[src/rtl/mul_arb_pkg.sv]
// Shared types for the multiplier-sharing arbiter: ID width helper, issue FSM encoding.
// No ports; imported by mul_tag_fifo and mul_share_arb.
package mul_arb_pkg;

    localparam int NREQ_DFLT = 4;

    // Width of a requester ID; never below 1 bit.
    function automatic int id_w(input int n);
        return (n < 2) ? 1 : $clog2(n);
    endfunction

    localparam int IDW = id_w(NREQ_DFLT);

    typedef enum logic {
        IDLE = 1'b0,
        HOLD = 1'b1
    } state_t;

endpackage

[src/rtl/mul_tag_fifo.sv]
// Synchronous FIFO of requester-ID tags, DEPTH a power of 2.
// Ports: clk, reset (async active-low), push/din, pop/dout, count, full, empty.
module mul_tag_fifo
    import mul_arb_pkg::*;
#(
    parameter int  DEPTH = 8,
    parameter int  TW    = IDW,
    localparam int AW    = $clog2(DEPTH),
    localparam int CW    = AW + 1
) (
    input  logic          clk,
    input  logic          reset,
    input  logic          push,
    input  logic          pop,
    input  logic [TW-1:0] din,
    output logic [TW-1:0] dout,
    output logic [CW-1:0] count,
    output logic          full,
    output logic          empty
);

    logic [TW-1:0] mem [DEPTH];
    logic [AW-1:0] wr_ptr;
    logic [AW-1:0] rd_ptr;
    logic          do_push;
    logic          do_pop;

    assign full    = (count == CW'(DEPTH));
    assign empty   = (count == '0);
    assign do_push = push & ~full;
    assign do_pop  = pop & ~empty;
    assign dout    = mem[rd_ptr];

    always_ff @(posedge clk) begin
        if (do_push) begin
            mem[wr_ptr] <= din;
        end
    end

    // Pointers are AW bits wide, so they wrap mod DEPTH on their own.
    always_ff @(posedge clk or negedge reset) begin
        if (!reset) begin
            wr_ptr <= '0;
            rd_ptr <= '0;
            count  <= '0;
        end else begin
            if (do_push) begin
                wr_ptr <= wr_ptr + AW'(1);
            end
            if (do_pop) begin
                rd_ptr <= rd_ptr + AW'(1);
            end
            case ({do_push, do_pop})
                2'b10:   count <= count + CW'(1);
                2'b01:   count <= count - CW'(1);
                default: count <= count;
            endcase
        end
    end

endmodule

[src/rtl/mul_share_arb.sv]
// Shares one in-order pipelined multiplier among NREQ requesters: round-robin grant,
// registered issue (val_op/oprand_rdy), and tag-FIFO routing of commits back to requesters.
// Ports: req_val/req_rdy/req_a/req_b (requesters), resp_val/resp_p (responses),
//   mul_intA/mul_intB/mul_val_op/mul_oprand_rdy/mul_commit/mul_longP (multiplier),
//   busy, err_orphan (status). `MUL_ARB_PERF_EN adds grant_cnt and stall_cnt.
module mul_share_arb
    import mul_arb_pkg::*;
#(
    parameter int NREQ      = 4,
    parameter int TAG_DEPTH = 8,
    parameter int W         = 32
) (
    input  logic               clk,
    input  logic               reset,
    input  logic [NREQ-1:0]    req_val,
    output logic [NREQ-1:0]    req_rdy,
    input  logic [NREQ*W-1:0]  req_a,
    input  logic [NREQ*W-1:0]  req_b,
    output logic [NREQ-1:0]    resp_val,
    output logic [2*W-1:0]     resp_p,
    output logic [W-1:0]       mul_intA,
    output logic [W-1:0]       mul_intB,
    output logic               mul_val_op,
    input  logic               mul_oprand_rdy,
    input  logic               mul_commit,
    input  logic [2*W-1:0]     mul_longP,
    output logic               busy,
`ifdef MUL_ARB_PERF_EN
    output logic [NREQ*16-1:0] grant_cnt,
    output logic [15:0]        stall_cnt,
`endif
    output logic               err_orphan
);

    localparam int TW = id_w(NREQ);
    localparam int CW = $clog2(TAG_DEPTH) + 1;
    localparam logic [NREQ-1:0] ONE = NREQ'(1);

    state_t        state;
    state_t        state_nxt;
    logic [TW-1:0] rr_ptr;
    logic [TW-1:0] gnt_idx;
    logic [TW-1:0] hi_idx;
    logic [TW-1:0] lo_idx;
    logic [TW-1:0] tag_out;
    logic          hi_hit;
    logic          lo_hit;
    logic          gnt_hit;
    logic          consume;
    logic          can_accept;
    logic          accept;
    logic          pop;
    logic [CW-1:0] tag_count;
    logic          tag_full;
    logic          tag_empty;

    // Round-robin: lowest valid index above rr_ptr wins, else lowest at or below it.
    always_comb begin
        hi_hit = 1'b0;
        lo_hit = 1'b0;
        hi_idx = '0;
        lo_idx = '0;
        for (int j = NREQ - 1; j >= 0; j--) begin
            if (req_val[j]) begin
                if (j > int'(rr_ptr)) begin
                    hi_hit = 1'b1;
                    hi_idx = TW'(j);
                end else begin
                    lo_hit = 1'b1;
                    lo_idx = TW'(j);
                end
            end
        end
        gnt_hit = hi_hit | lo_hit;
        gnt_idx = hi_hit ? hi_idx : lo_idx;
    end

    // A same-cycle pop gives no credit: full is judged on the pre-pop count.
    assign consume    = (state == HOLD) & mul_oprand_rdy;
    assign can_accept = reset & ((state == IDLE) | consume) & ~tag_full;
    assign accept     = can_accept & gnt_hit;
    assign req_rdy    = accept ? (ONE << gnt_idx) : '0;
    assign pop        = mul_commit & ~tag_empty;
    assign busy       = (tag_count != '0);

    mul_tag_fifo #(
        .DEPTH (TAG_DEPTH),
        .TW    (TW)
    ) u_tags (
        .clk   (clk),
        .reset (reset),
        .push  (accept),
        .pop   (pop),
        .din   (gnt_idx),
        .dout  (tag_out),
        .count (tag_count),
        .full  (tag_full),
        .empty (tag_empty)
    );

    always_ff @(posedge clk or negedge reset) begin
        if (!reset) begin
            state <= IDLE;
        end else begin
            state <= state_nxt;
        end
    end

    always_comb begin
        state_nxt = state;
        unique case (state)
            IDLE: if (accept) state_nxt = HOLD;
            HOLD: if (consume && !accept) state_nxt = IDLE;
            default: state_nxt = IDLE;
        endcase
    end

    always_comb begin
        mul_val_op = (state == HOLD);
    end

    // Operands only change on accept, so a stalled op stays stable.
    always_ff @(posedge clk or negedge reset) begin
        if (!reset) begin
            mul_intA <= '0;
            mul_intB <= '0;
            rr_ptr   <= '0;
        end else if (accept) begin
            mul_intA <= req_a[int'(gnt_idx)*W +: W];
            mul_intB <= req_b[int'(gnt_idx)*W +: W];
            rr_ptr   <= gnt_idx;
        end
    end

    always_ff @(posedge clk or negedge reset) begin
        if (!reset) begin
            resp_val   <= '0;
            resp_p     <= '0;
            err_orphan <= 1'b0;
        end else begin
            resp_val <= pop ? (ONE << tag_out) : '0;
            if (pop) begin
                resp_p <= mul_longP;
            end
            if (mul_commit && tag_empty) begin
                err_orphan <= 1'b1;
            end
        end
    end

`ifdef MUL_ARB_PERF_EN
    always_ff @(posedge clk or negedge reset) begin
        if (!reset) begin
            grant_cnt <= '0;
            stall_cnt <= '0;
        end else begin
            for (int i = 0; i < NREQ; i++) begin
                if (accept && gnt_idx == TW'(i) &&
                    grant_cnt[i*16 +: 16] != 16'hFFFF) begin
                    grant_cnt[i*16 +: 16] <= grant_cnt[i*16 +: 16] + 16'd1;
                end
            end
            if (state == HOLD && !mul_oprand_rdy && stall_cnt != 16'hFFFF) begin
                stall_cnt <= stall_cnt + 16'd1;
            end
        end
    end
`endif

endmodule

[config.mk]
export PLATFORM = sky130hd
export DESIGN_NAME = mul_share_arb
export DESIGN_NICKNAME = d
export VERILOG_FILES = /design/src/rtl/mul_arb_pkg.sv /design/src/rtl/mul_tag_fifo.sv /design/src/rtl/mul_share_arb.sv
export SDC_FILE = /design/constraint.sdc
export NUM_CORES = 1
export LEC_CHECK = 0
export CAP_MARGIN = 20
export CORE_AREA = 3 3 183 185
export CTS_CLUSTER_DIAMETER = 80
export CTS_CLUSTER_SIZE = 40
export DETAILED_ROUTE_END_ITERATION = 16
export DIE_AREA = 0 0 186 188
export GPL_TIMING_DRIVEN = 0
export HOLD_SLACK_MARGIN = 0.06
export SLEW_MARGIN = 20
export SYNTH_ARGS = -nofsm -noshare
export SYNTH_HDL_FRONTEND = slang
export SYNTH_SLANG_ARGS = --single-unit
[constraint.sdc]
create_clock -name clk -period 8.2 [get_ports clk]
set_clock_uncertainty 0.2 [all_clocks]
set_input_delay 2.46 -clock clk [delete_from_list [all_inputs] [get_ports clk]]
set_output_delay 2.46 -clock clk [all_outputs]
set_load 0.02 [all_outputs]
## Word level (Yosys, flattened, before mapping)

Memories as Yosys holds them, arrays and structs flattened.
Cells that the tools add are included.
W data, S select, Z words.

- Flip-flop bits (word level): 146
- Bits in writable memories: 16
- Bits of input ports: 328
- Logic and storage cells: 78
- Memories: 1

- Add/subtract/negate cells: 4
- $lt $le $gt $ge: 3
- Equality and inequality tests: 3
- Shift-type cells: 4
- Mux-type cells: 35
- Bitwise operators: 12
- Reductions and logical operators: 6

Memory list:

| memory | words | bits a word | rd ports | clocked after memory_dff | wr ports | RTL line | source |
|---|---|---|---|---|---|---|---|
| u_tags.mem | 8 | 2 | 1 | 0 | 1 | mul_tag_fifo.sv:22 | `logic [TW-1:0] mem [DEPTH];` |

Operators by type and width:

| cell | number |
|---|---|
| $shiftx A128 B8 Y32 | 2 |
| $mux W2 | 14 |
| $mux W1 | 17 |
| $mux W4 | 2 |
| $pmux W4 S2 | 1 |
| $shl A1 B2 Y4 const A | 2 |
| $and A1 B1 Y1 | 7 |
| $add A3 B1 Y3 const B | 2 |
| $add A4 B1 Y4 const B | 1 |
| $eq A4 B4 Y1 const B | 1 |
| $gt A2 B2 Y1 const A | 2 |
| $logic_not A4 Y1 | 1 |
| $reduce_bool A4 Y1 | 1 |
| $sub A4 B1 Y4 const B | 1 |
| $not A1 Y1 | 3 |
| $eq A2 B1 Y1 const B | 1 |
| $eq A2 B2 Y1 const B | 1 |
| $gt A1 B2 Y1 const A | 1 |
| $logic_and A1 B1 Y1 | 2 |
| $or A1 B1 Y1 | 2 |
| $pmux W1 S2 | 1 |
| $reduce_bool A2 Y1 | 1 |
| $logic_not A1 Y1 | 1 |

## Logic depth before layout (Yosys ltp)

Gate-level depths: netlist (run 1).

- Word-level depth: 14
- Gate-level depth with buffers: 13
- Mapped depth without buffers: 11

## By module

From an unflattened synthesis (run 1), not the netlist that was laid out.

- Cell total of the unflattened synthesis: 711
- Area, all modules: 8565.7 µm²

By module, submodules not included:

| module | instances | cells each | area an instance (µm²) | sequential area each (µm²) |
|---|---|---|---|---|
| mul_share_arb | 1 | 621 | 7304.5 | 3403.3 |
| mul_tag_fifo | 1 | 90 | 1261.2 | 730.7 |

## Worst setup path before layout (run 1)

No wires, ideal clock.

- Path type: input -> output
- Start: input mul_oprand_rdy
- End: output req_rdy[1]
- Arrival: 3.925 ns
- Data required time: 5.540 ns
- Slack: 1.615 ns
- Stages on the path: 7
- Cell sequence: nand2b_1 -> nand2_1 -> a221oi_2 -> inv_2 -> buf_2 -> buf_2 -> nor3b_1

- Word-level cells in the longest chain between the ends: 6

Ends and longest elaborated chain:

| item | RTL line | source |
|---|---|---|
| from (decl) | mul_share_arb.sv:24 | `input logic mul_oprand_rdy,` |
| $and A1 B1 Y1 | mul_share_arb.sv:79 | `assign consume = (state == HOLD) & mul_oprand_rdy;` |
| $or A1 B1 Y1 | mul_share_arb.sv:80 | `assign can_accept = reset & ((state == IDLE) \| consume) & ~tag_full;` |
| $and A1 B1 Y1 (2 in a row) | mul_share_arb.sv:80 |  |
| $and A1 B1 Y1 | mul_share_arb.sv:81 | `assign accept = can_accept & gnt_hit;` |
| $mux W4 | mul_share_arb.sv:82 | `assign req_rdy = accept ? (ONE << gnt_idx) : '0;` |
| to (decl) | mul_share_arb.sv:16 | `output logic [NREQ-1:0] req_rdy,` |

No other way between the ends.

## Worst setup path in the final report (run 1)

- Start: input req_val[1]
- End: output req_rdy[1]

- Word-level cells in the longest chain between the ends: 5
- Elaborated cells on any way between the ends: 11

Ends and longest elaborated chain:

| item | RTL line | source |
|---|---|---|
| from (decl) | mul_share_arb.sv:15 | `input logic [NREQ-1:0] req_val,` |
| $mux W2 (2 in a row) | mul_share_arb.sv:64 | `if (req_val[j]) begin` |
| $mux W2 * | mul_share_arb.sv:75 | `gnt_idx = hi_hit ? hi_idx : lo_idx;` |
| via gnt_idx[0] | mul_share_arb.sv:42 | `logic [TW-1:0] gnt_idx;` |
| $shl A1 B2 Y4 * | mul_share_arb.sv:82 |  |
| $mux W4 * | mul_share_arb.sv:82 |  |

Mark *: on every way through the listed nets, which the timed path passes. The rest lies on a longest branch.

==> metrics.md, run 1 <==
| Metric | Value |
|---|---|
| Clock root buffer master | `clkbuf_16` |
| Final min period | `7840 ps` |
| Crit path kind | `in -> out` |
| Net Switching | `1.72 mW` |
| Layout cells sized above 1 | `11.3%` |
| Die Height | `188 um` |
| Post-DP Area | `13700 sq um` |
| Crit path buffers/inverters | `4` |
| Commonest cells post-synth | `277 x nand2_1, 146 x dfrtp_1, 130 x mux2i_1` |
| Post-synth cell types | `39` |
| DRT iter0 DRCs | `roughly 180` |
| DPL Wire Length | `around 26 mm` |
| Critical Path RT | `5540 ps` |
| Fraction of the cycle the final worst path needs | `between 90% and 100%` |
| Slowest cell on crit path | `clkdlybuf4s50_1` |
| Initial antenna violation count | `0` |
| Slew HR | `around three fifths` |
| Die area | `approximately 35000 sq um` |
| Worst-path cell chain | `clkdlybuf4s50_1, or2b_1, a21oi_1, a211o_1, clkbuf_1, buf_2, nor3b_1, clkdlybuf4s50_1` |
| Flop pwr share | `between 20 and 30%` |
| Worst-path clk slew | `around 60 ps` |
| Post-synthesis register bit count | `between 150 and 200` |
| Vias in the first global route | `around 8200` |
| Total Routing Usage GR | `between 10% and 20%` |
| WL final | `between 30 and 40 mm` |
| Leakage power | `approximately 6.4 nW` |
| # DRC | `0` |
| CTS sink count | `between 150 and 200` |
| Worst Setup Start Kind | `input port` |
| Post-synthesis sequential area ratio | `around half` |
| Max incr delay on CP | `650 ps` |
| Synth Flop Type | `dfrtp_1` |
| Critical path arrival | `5180 ps` |
| Max Slew Vio Count | `0` |
| Async set or reset register ratio after synthesis | `approximately nine tenths` |
| Setup bufs post-CTS | `0` |
| CTS tree | `built` |
| Syn Area/Cell | `a little over 10 sq um` |
| Final Hold Vio Count | `0` |
| Clk buf depth | `2` |
| Setup-failing EPs final | `0` |
| Least-Margin Pin Slew | `roughly 570 ps` |
| Total grt overflow | `0` |
| RSZ-0062 raised after global routing | `no` |
| Hold crit path type | `reg -> reg` |
| I/O Buffers | `466` |
| Sw Share | `38.7%` |
| CTS H-tree depth | `4` |
| Largest net degree at the start of global routing | `75` |
| Crit end category | `primary output` |
| Max rail drop VDD | `roughly 130 uV` |
| Worst-path fanout max | `17` |
| RePlAce Congestion | `just over 0.8` |
| Cell row count | `between 60 and 70` |
| Max Clk Rate | `around 130 MHz` |
| Clock power share | `roughly 18%` |
| Post-synth EDFFs | `16` |
| Syn nets | `1154` |
| Mapped Cells | `~800` |
| Max cap viols | `0` |
| Post-synth top area share | `a little over two fifths` |
| Largest cells by area after synthesis | `dfrtp_1 43%, mux2i_1 15%, nand2_1 12%` |
| P_int | `approximately 2.7 mW` |
| Number of I/O pins | `between 400 and 500` |
| Area growth syn-to-layout | `68.4%` |
| Top-count cell post-synth | `nand2_1` |
| Cell repeated most along the worst path | `clkdlybuf4s50_1` |
| Pwr per Cell Area | `between 300 and 400 nW/um^2` |
| Logic pwr share | `53.0%` |
| Initial Util | `26.5%` |
| TritonCTS buffer count | `17` |
| ANT cells | `0` |
| Drt first pass iters | `4` |
| Clk Latency, worst-skew pair | `between 400 and 500 ps` |
| Largest delay share family, worst path | `buffers and inverters` |
| Nets@finish | `1641` |
| Post-synth top area cell | `dfrtp_1` |
| Worst slack, placed | `-201 ps` |
| Status | `complete, no violations` |
| Avg Vias per Cell | `about 4.5` |
| Die Width | `around 190 um` |
| Synthesized area | `around 8500 sq um` |
| Post-route design area | `approximately 14000 sq um` |
| Fill cells | `3125` |
| Warnings from Yosys | `0` |
| First-pass GRT wire length | `approximately 48 mm` |
| Antenna violation net count after detailed routing | `0` |
| Via count | `7726` |
| Avg WL per Cell | `approximately 19 um` |
| Final WS setup | `356 ps` |
| Core ar. | `between 30000 and 40000 sq um` |
stage by stage:
step / power (mW) / setup TNS (ps) / instances / utilization [%] / hold WS, ps
after detailed placement: 3.69 / -317 / 1696 / 42.6 / 261
after global placement: 3.67 / -565980 / 1695 / 42.5 / 258
after floorplan: 2.65 / 0 / 821 / - / 284
final: 4.44 / 0 / 1729 / 44.6 / 276
after CTS: 4.53 / 0 / 1728 / 44.5 / 278
after global routing: 4.75 / 0 / 1729 / 44.6 / 294
cell usage in the layout (no fill, tap or decap), types with 2 or more instances in the layout:
master,n
edfxtp_1,16
nand2b_1,4
nand2_1,277
and3_1,2
inv_6,6
ha_1,5
clkbuf_16,20
clkbuf_4,2
nor3b_1,4
clkdlybuf4s50_1,465
clkinv_4,2
buf_4,2
mux2_4,2
xnor2_1,6
o21ai_1,54
a21oi_1,3
dfrtp_1,146
clkbuf_1,22
mux2_2,64
buf_12,9
inv_8,2
buf_1,3
inv_2,2
nor2_1,11
mux4_2,4
bufbuf_8,4
inv_1,4
nor3_1,7
xor2_1,3
buf_2,15
o21ai_2,10
mux2i_1,130
logic make-up (layout without fill, tap and decap cells):
family	after synthesis	count (layout)	share of synthesized area [%]
buffers and inverters	61	561	5.31
xor gates and xnor gates	9	9	0.924
AOI/OAI and AO/OA	76	76	5.22
adders and majority gates	5	5	0.734
muxes	200	200	25.1
DFF	162	162	48.5
and+or+nand+nor	308	308	14.2
power by group through the flow:
stage | clock network (mW) | logic, mW | registers [mW]
2_1_floorplan | 0 | 1.07 | 1.57
3_5_place_dp | 0 | 2.40 | 1.29
6_report | 0.805 | 2.36 | 1.28
3_3_place_gp | 0 | 2.39 | 1.28
5_1_grt | 0.871 | 2.55 | 1.32
4_1_cts | 0.833 | 2.41 | 1.29
area by class of cell:
| type | instances | area (sq um) | area share, % |
|---|---|---|---|
| Buffer | 55 | 430 | 3.00 |
| Clock buffer | 20 | 479 | 3.34 |
| Clock inverter | 12 | 106 | 0.740 |
| Inverter | 6 | 22.5 | 0.157 |
| Multi-Input combinational cell | 598 | 3950 | 27.5 |
| Sequential cell | 162 | 4130 | 28.8 |
| Tap cell | 408 | 510 | 3.55 |
| Timing Repair Buffer | 468 | 4730 | 32.9 |
worst min-delay path, stage by stage, from the launching register on:
cell,delay (ps)
dfrtp_1,340
nand2_1,50
nand2_1,60
flip-flops by register name (all words and copies together) (netlist names):
name and cells:
mul_val_op 1, u_tags.mem 16, resp_val 4, mul_intA 32
err_orphan 1, rr_ptr 2, resp_p 64, mul_intB 32
u_tags.wr_ptr 3, u_tags.rd_ptr 3, u_tags.count 4
layer usage:
layer / vias up / share of wire, % / track usage, %
li1: 3758 / - / -
met1: 3636 / 39 / 21.8
met2: 310 / 51 / 32.2
met3: 22 / 8.6 / 5.22
met4: 0 / 1.2 / 4.78
met5: - / 0 / 0
worst paths after layout:
check	start	end	slack, ps	depth (start not counted)
max in group asynchronous	reset	resp_p[5]	5460	2
min in group asynchronous	reset	resp_p[18]	1730	1
worst min register to register	resp_p[5]	resp_p[5]	280	2
worst max-delay path	req_val[1]	req_rdy[1]	360	8
worst min-delay path	resp_p[5]	resp_p[5]	280	2
worst max register to register	u_tags.count[1]	u_tags.count[2]	4820	12
what timing repair did:
item / in CTS / in global routing
gates cloned: 0 / 1
gates resized for setup: 2 / 0
endpoints found under the setup margin: 2 / 2
hold buffers: 0 / 0
endpoints found under the hold margin: 0 / 0
pin swaps: 0 / 0
No activity file was read; power rests on OpenSTA's default activity.
==> run 2, diff against run 1 <==
- CORE_AREA: 3 3 183 185 -> 3 3 182 184
- DIE_AREA: 0 0 186 188 -> 0 0 185 187
- PLACE_DENSITY: not set -> 0.65
==> metrics.md, run 2 (synthesis gave the netlist of run 1 again) <==
| Metric | Value |
|---|---|
| Final Util | `45.3% (was 44.6%)` |
| Die Height | `187 um (was 188 um)` |
| Die Width | `185 um (was 186 um)` |
| Setup-failing EPs final | `0 (unchanged)` |
| Area growth syn-to-layout | `67.6% (was 68.4%)` |
| Critical Path RT | `5540 ps (about the same)` |
| Total power draw | `4.42 mW (was 4.44 mW)` |
| I/O Buffers | `466 (unchanged)` |
| Biggest regs | `resp_p (64), mul_intA (32), mul_intB (32) (unchanged)` |
| Fraction of the cycle the final worst path needs | `96.6% (was 95.7%)` |
| CTS H-tree depth | `4 (unchanged)` |
| Worst Setup Start Kind | `input port (unchanged)` |
| Least-Margin Pin Slew | `563 ps (was 571 ps)` |
| Initial Util | `27.0% (was 26.5%)` |
| Initial antenna violation count | `1 (was 0)` |
| Vias in the first global route | `8108 (was 8178)` |
| Slew HR | `62.5% (was 61.9%)` |
| Hold crit path type | `reg -> reg (unchanged)` |
| Max rail drop VDD | `147 uV (was 135 uV)` |
| RePlAce Congestion | `0.837 (was 0.825)` |
| Metal2 WL | `16.5 mm (about the same)` |
| Largest net degree at the start of global routing | `79 (was 75)` |
| Max Slew Vio Count | `0 (unchanged)` |
| Slowest cell on crit path | `clkdlybuf4s50_1 (unchanged)` |
| Avg Vias per Cell | `4.48 (was 4.47)` |
| Total grt overflow | `0 (unchanged)` |
| Worst-path cell chain | `buf_12, buf_16, nand2_1, a221oi_4, inv_2, buf_2, buf_2, nor3b_1, clkdlybuf4s50_1 (was clkdlybuf4s50_1, or2b_1, a21oi_1, a211o_1, clkbuf_1, buf_2, nor3b_1, clkdlybuf4s50_1)` |
| Clock root buffer master | `clkbuf_16 (unchanged)` |
| Nets@finish | `1640 (was 1641)` |
| Leakage power | `6.34 nW (was 6.37 nW)` |
| Drt first pass iters | `4 (unchanged)` |
| Clk buf depth | `2 (unchanged)` |
| Crit end category | `primary output (unchanged)` |
| DRT iter0 DRCs | `234 (was 184)` |
| TritonCTS buffer count | `17 (unchanged)` |
| WL final | `32.9 mm (was 32.4 mm)` |
| Most common cell after layout, fill and taps aside | `clkdlybuf4s50_1 (unchanged)` |
| Antenna violation net count after detailed routing | `0 (unchanged)` |
| RSZ-0062 raised after global routing | `no (unchanged)` |
| Core ar. | `31600 sq um (was 32200 sq um)` |
| Routed wl met3 | `2.76 mm (was 2.77 mm)` |
| Hold-fix buffers at CTS | `0 (unchanged)` |
| Max cap viols | `0 (unchanged)` |
| Avg WL per Cell | `19.1 um (was 18.7 um)` |
| Most frequent cells in the layout | `465 x clkdlybuf4s50_1, 277 x nand2_1, 146 x dfrtp_1, 130 x mux2i_1, 64 x mux2_2 (unchanged)` |
| Worst-path fanout max | `78 (was 17)` |
| Max reg flops | `64 (unchanged)` |
| Top Layer Used | `met4 (unchanged)` |
| Via count | `7715 (was 7726)` |
| Max incr delay on CP | `630 ps (was 650 ps)` |
| Clk Latency, worst-skew pair | `430 ps (about the same)` |
| # DRC | `0 (unchanged)` |
| Final Hold Vio Count | `0 (unchanged)` |
| Pwr per Cell Area | `309 nW/um^2 (about the same)` |
| Number of I/O pins | `467 (unchanged)` |
| Crit path kind | `in -> out (unchanged)` |
| Final min period | `7920 ps (was 7840 ps)` |
| Worst-path clk slew | `70 ps (was 60 ps)` |
| Die area | `34600 sq um (was 35000 sq um)` |
| Total Routing Usage GR | `18.6% (was 18.3%)` |
| Cell row count | `65 (was 66)` |
| Register with the most flip-flops | `resp_p (unchanged)` |
| CTS sink count | `162 (unchanged)` |
| Setup bufs post-CTS | `0 (unchanged)` |
| First-pass GRT wire length | `48.7 mm (was 48.5 mm)` |
| Critical path arrival | `5260 ps (was 5180 ps)` |
| Status | `complete, no violations (unchanged)` |
| Cell repeated most along the worst path | `buf_2 (was clkdlybuf4s50_1)` |
| WL met1 | `13.1 mm (was 12.7 mm)` |
| Layout cells sized above 1 | `11.2% (was 11.3%)` |
| CTS tree | `built (unchanged)` |
| Max Clk Rate | `126 MHz (was 127 MHz)` |
| DPL Wire Length | `26.5 mm (was 26.1 mm)` |
## run 2: path summary, 6_finish.rpt
kind / from / end / slack [ps] / cells after the start
worst max-delay path: reset / req_rdy[1] / 280 / 9
worst min-delay path: resp_p[6] / resp_p[6] / 270 / 2
worst max register to register: u_tags.count[1] / u_tags.count[2] / 4750 / 12
worst min register to register: resp_p[6] / resp_p[6] / 270 / 2
max in group asynchronous: reset / u_tags.wr_ptr[2] / 5320 / 2
min in group asynchronous: reset / resp_p[28] / 1720 / 1
## run 2: metrics by stage
step           TNS (ps)  setup slack [ps]  area (sq um)  std cells  hold WS (ps)
5_1_grt               0              27.5         14300       1722           298
4_1_cts               0              55.3         14300       1721           278
3_3_place_gp    -520590             -5470         13700       1689           258
3_5_place_dp      -91.6             -80.9         13700       1690           262
2_1_floorplan         0              1620          8530        821           284
6_report              0               276         14300       1722           274
## run 2: per-layer routing
layer / vias to the layer above / GRT usage (%)
li1: 3746 / -
met1: 3624 / 22.0
met4: 0 / 4.65
met3: 21 / 5.62
met5: - / 0
met2: 324 / 32.8
## run 2: area by class of cell
cell class	count	area (sq um)
Fill cell	3003	17300
Multi-Input combinational cell	598	3950
Inverter	6	22.5
Clock inverter	14	118
Timing Repair Buffer	467	4700
Buffer	55	430
Antenna cell	1	2.50
Sequential cell	162	4130
Tap cell	402	503
Clock buffer	17	425
## run 2: what timing repair did
item / CTS / global route
resized for setup: 1 / 1
cloned: 0 / 0
endpoints found under the setup margin: 2 / 2
## run 2: where the power goes
group | switching (mW) | total (mW) | internal (mW)
sequential | 0.180 | 1.28 | 1.11
clock | 0.367 | 0.765 | 0.398
combinational | 1.19 | 2.37 | 1.18
total | 1.73 | 4.42 | 2.69
## run 2: worst max-delay path: cells and delay by family
family                 cells  cell delay, ps
buffers and inverters      6            1920
AND/OR/NAND/NOR            2             390
AO/OA/AOI/OAI              1             370
==> run 3, diff against run 2 <==
- CTS_CLUSTER_DIAMETER: 80 -> 200
- RECOVER_POWER: not set -> 100
==> metrics.md, run 3 (synthesis gave the netlist of run 1 again) <==
| Metric | Value |
|---|---|
| Status | `complete, no violations (unchanged)` |
| Pwr per Cell Area | `299 nW/um^2 (was 309 nW/um^2)` |
| Worst Setup Start Kind | `input port (unchanged)` |
| Cell repeated most along the worst path | `buf_2 (unchanged)` |
| Critical Path RT | `5540 ps (about the same)` |
| Least-Margin Pin Slew | `1390 ps (was 563 ps)` |
| Max rail drop VDD | `147 uV (about the same)` |
| Register with the most flip-flops | `resp_p (unchanged)` |
| Max reg flops | `64 (unchanged)` |
| R2R depth | `8 (was 12)` |
| Vias in the first global route | `8108 (unchanged)` |
| Antenna violation net count after detailed routing | `0 (unchanged)` |
| I/O Buffers | `466 (unchanged)` |
| Total grt overflow | `0 (unchanged)` |
| Slowest cell on crit path | `clkdlybuf4s50_1 (unchanged)` |
| Nets@finish | `1640 (unchanged)` |
| Worst hold slack | `269 ps (was 274 ps)` |
| Worst-path fanout max | `78 (unchanged)` |
| Die area | `34600 sq um (unchanged)` |
| Initial antenna violation count | `1 (unchanged)` |
| CTS H-tree depth | `4 (unchanged)` |
| DPL Wire Length | `26.5 mm (unchanged)` |
| Fill cells | `3021 (was 3003)` |
| Largest net degree at the start of global routing | `79 (unchanged)` |
| Clock root buffer master | `clkbuf_16 (unchanged)` |
| TritonCTS buffer count | `17 (unchanged)` |
| WL final | `32.9 mm (about the same)` |
| Die Height | `187 um (unchanged)` |
| Max Clk Rate | `126 MHz (about the same)` |
| Hold-fix buffers at CTS | `0 (unchanged)` |
| Most common cell after layout, fill and taps aside | `clkdlybuf4s50_1 (unchanged)` |
| Crit path buffers/inverters | `6 (unchanged)` |
| Setup bufs post-CTS | `0 (unchanged)` |
| Initial Util | `27.0% (unchanged)` |
| Worst-path cell chain | `buf_12, buf_16, nand2_1, a221oi_4, inv_2, buf_2, buf_2, nor3b_1, clkdlybuf4s50_1 (unchanged)` |
| Slew HR | `7.46% (was 62.5%)` |
| Die Width | `185 um (unchanged)` |
| Avg WL per Cell | `19.1 um (about the same)` |
| CTS sink count | `162 (unchanged)` |
| Worst r2r src | `rr_ptr[0] (was u_tags.count[1])` |
| Crit end category | `primary output (unchanged)` |
| Leakage power | `6.40 nW (was 6.34 nW)` |
| Cell row count | `65 (unchanged)` |
| Avg Vias per Cell | `4.47 (was 4.48)` |
| Critical path arrival | `5260 ps (about the same)` |
| Clk Latency, worst-skew pair | `430 ps (about the same)` |
| Layout cells sized above 1 | `8.64% (was 11.2%)` |
| Biggest regs | `resp_p (64), mul_intA (32), mul_intB (32) (unchanged)` |
| Final Hold Vio Count | `0 (unchanged)` |
| R2r setup slk | `4480 ps (was 4750 ps)` |
| Via count | `7694 (was 7715)` |
| Max cap viols | `0 (unchanged)` |
| Final WS setup | `279 ps (was 276 ps)` |
| Hold path cells | `2 (unchanged)` |
| Largest delay share family, worst path | `buffers and inverters (unchanged)` |
| Hold crit path type | `reg -> reg (unchanged)` |
| Final min period | `7920 ps (about the same)` |
| Number of I/O pins | `467 (unchanged)` |
| Core ar. | `31600 sq um (unchanged)` |
| Worst slack, placed | `-80.9 ps (unchanged)` |
| Total Routing Usage GR | `18.6% (unchanged)` |
| Hold EP | `resp_p[61] (was resp_p[6])` |
| Most frequent cells in the layout | `325 x clkdlybuf4s50_1, 277 x nand2_1, 146 x dfrtp_1, 140 x dlygate4sd3_1, 130 x mux2i_1 (was 465 x clkdlybuf4s50_1, 277 x nand2_1, 146 x dfrtp_1, 130 x mux2i_1, 64 x mux2_2)` |
| Fraction of the cycle the final worst path needs | `96.6% (about the same)` |
| Setup-failing EPs final | `0 (unchanged)` |
| Area growth syn-to-layout | `65.7% (was 67.6%)` |
| RSZ-0062 raised after global routing | `no (unchanged)` |
| Max incr delay on CP | `630 ps (about the same)` |
| DRT iter0 DRCs | `218 (was 234)` |
| Drt first pass iters | `4 (unchanged)` |
| # DRC | `0 (unchanged)` |
| Crit path kind | `in -> out (unchanged)` |
| RR Endpoint | `mul_intB[1] (was u_tags.count[2])` |
| Max Slew Vio Count | `0 (unchanged)` |
| Clk buf depth | `2 (unchanged)` |
| RePlAce Congestion | `0.837 (unchanged)` |
| Source of the worst hold timing path | `resp_p[61] (was resp_p[6])` |
| CTS tree | `built (unchanged)` |
| First-pass GRT wire length | `48.7 mm (unchanged)` |
| Worst-path clk slew | `60 ps (was 70 ps)` |
[run 3: cell types whose count changed in the layout (fill, tap and decap cells not counted), sizes merged]
| cell | before | now |
|---|---|---|
| bufbuf | 4 | 2 |
| clkbuf | 40 | 55 |
| buf | 30 | 17 |
| dlygate4sd3 | 0 | 140 |
| clkdlybuf4s50 | 465 | 325 |
[run 3: how the worst max path moves through the flow]
stage,startpoint,to,slack [ps],cells after the start
finish,reset,req_rdy[1],280,9
global route,reset,req_rdy[1],30,9
CTS,reset,req_rdy[1],60,9
detailed placement,reset,req_rdy[1],-80,9
global placement,reset,req_rdy[1],-5470,8
floorplan,mul_oprand_rdy,req_rdy[1],1620,7
[run 3: layout make-up]
type	count	area, sq um	share of cell area (%)
Inverter	6	22.5	0.159
Clock buffer	17	425	3.01
Timing Repair Buffer	467	4700	33.3
Antenna cell	1	2.50	0.0177
Multi-Input combinational cell	598	3920	27.8
Clock inverter	14	118	0.832
Buffer	55	304	2.15
Tap cell	402	503	3.56
Sequential cell	162	4130	29.2
[run 3: power by group]
group	total [mW]	switching [mW]	internal [mW]
clock	0.766	0.368	0.398
sequential	1.27	0.168	1.10
combinational	2.19	1.17	1.02
[run 3: what timing repair did]
action                     in CTS  in global routing
resized for setup               1                  1
gates cloned                    0                  0
setup endpoints to repair       2                  2
[run 3: per-layer routing]
layer | wire (um) | part of all wire (%) | vias up | track usage (%)
met4 | 523 | 1.6 | 0 | 4.65
met3 | 2630 | 8.0 | 21 | 5.62
met2 | 16500 | 50 | 319 | 32.8
li1 | - | - | 3750 | -
met5 | 0 | 0 | - | 0
met1 | 13200 | 40 | 3604 | 22.0
[run 3: tightest hold or removal path, stage by stage (launching register included)]
cell and delay, ps:
dfrtp_1 330, nand2_1 50, nand2_1 60
[run 3: metrics by stage]
stage          cells  setup TNS [ps]  instance area (sq um)  utilization [%]  power [mW]
2_1_floorplan    821               0                   8530                -        2.65
5_1_grt         1722               0                  14100             44.8        4.51
3_5_place_dp    1690           -91.6                  13700             43.5        3.70
6_report        1722               0                  14100             44.8        4.22
4_1_cts         1721               0                  14300             45.2        4.48
3_3_place_gp    1689         -520590                  13700             43.4        3.67
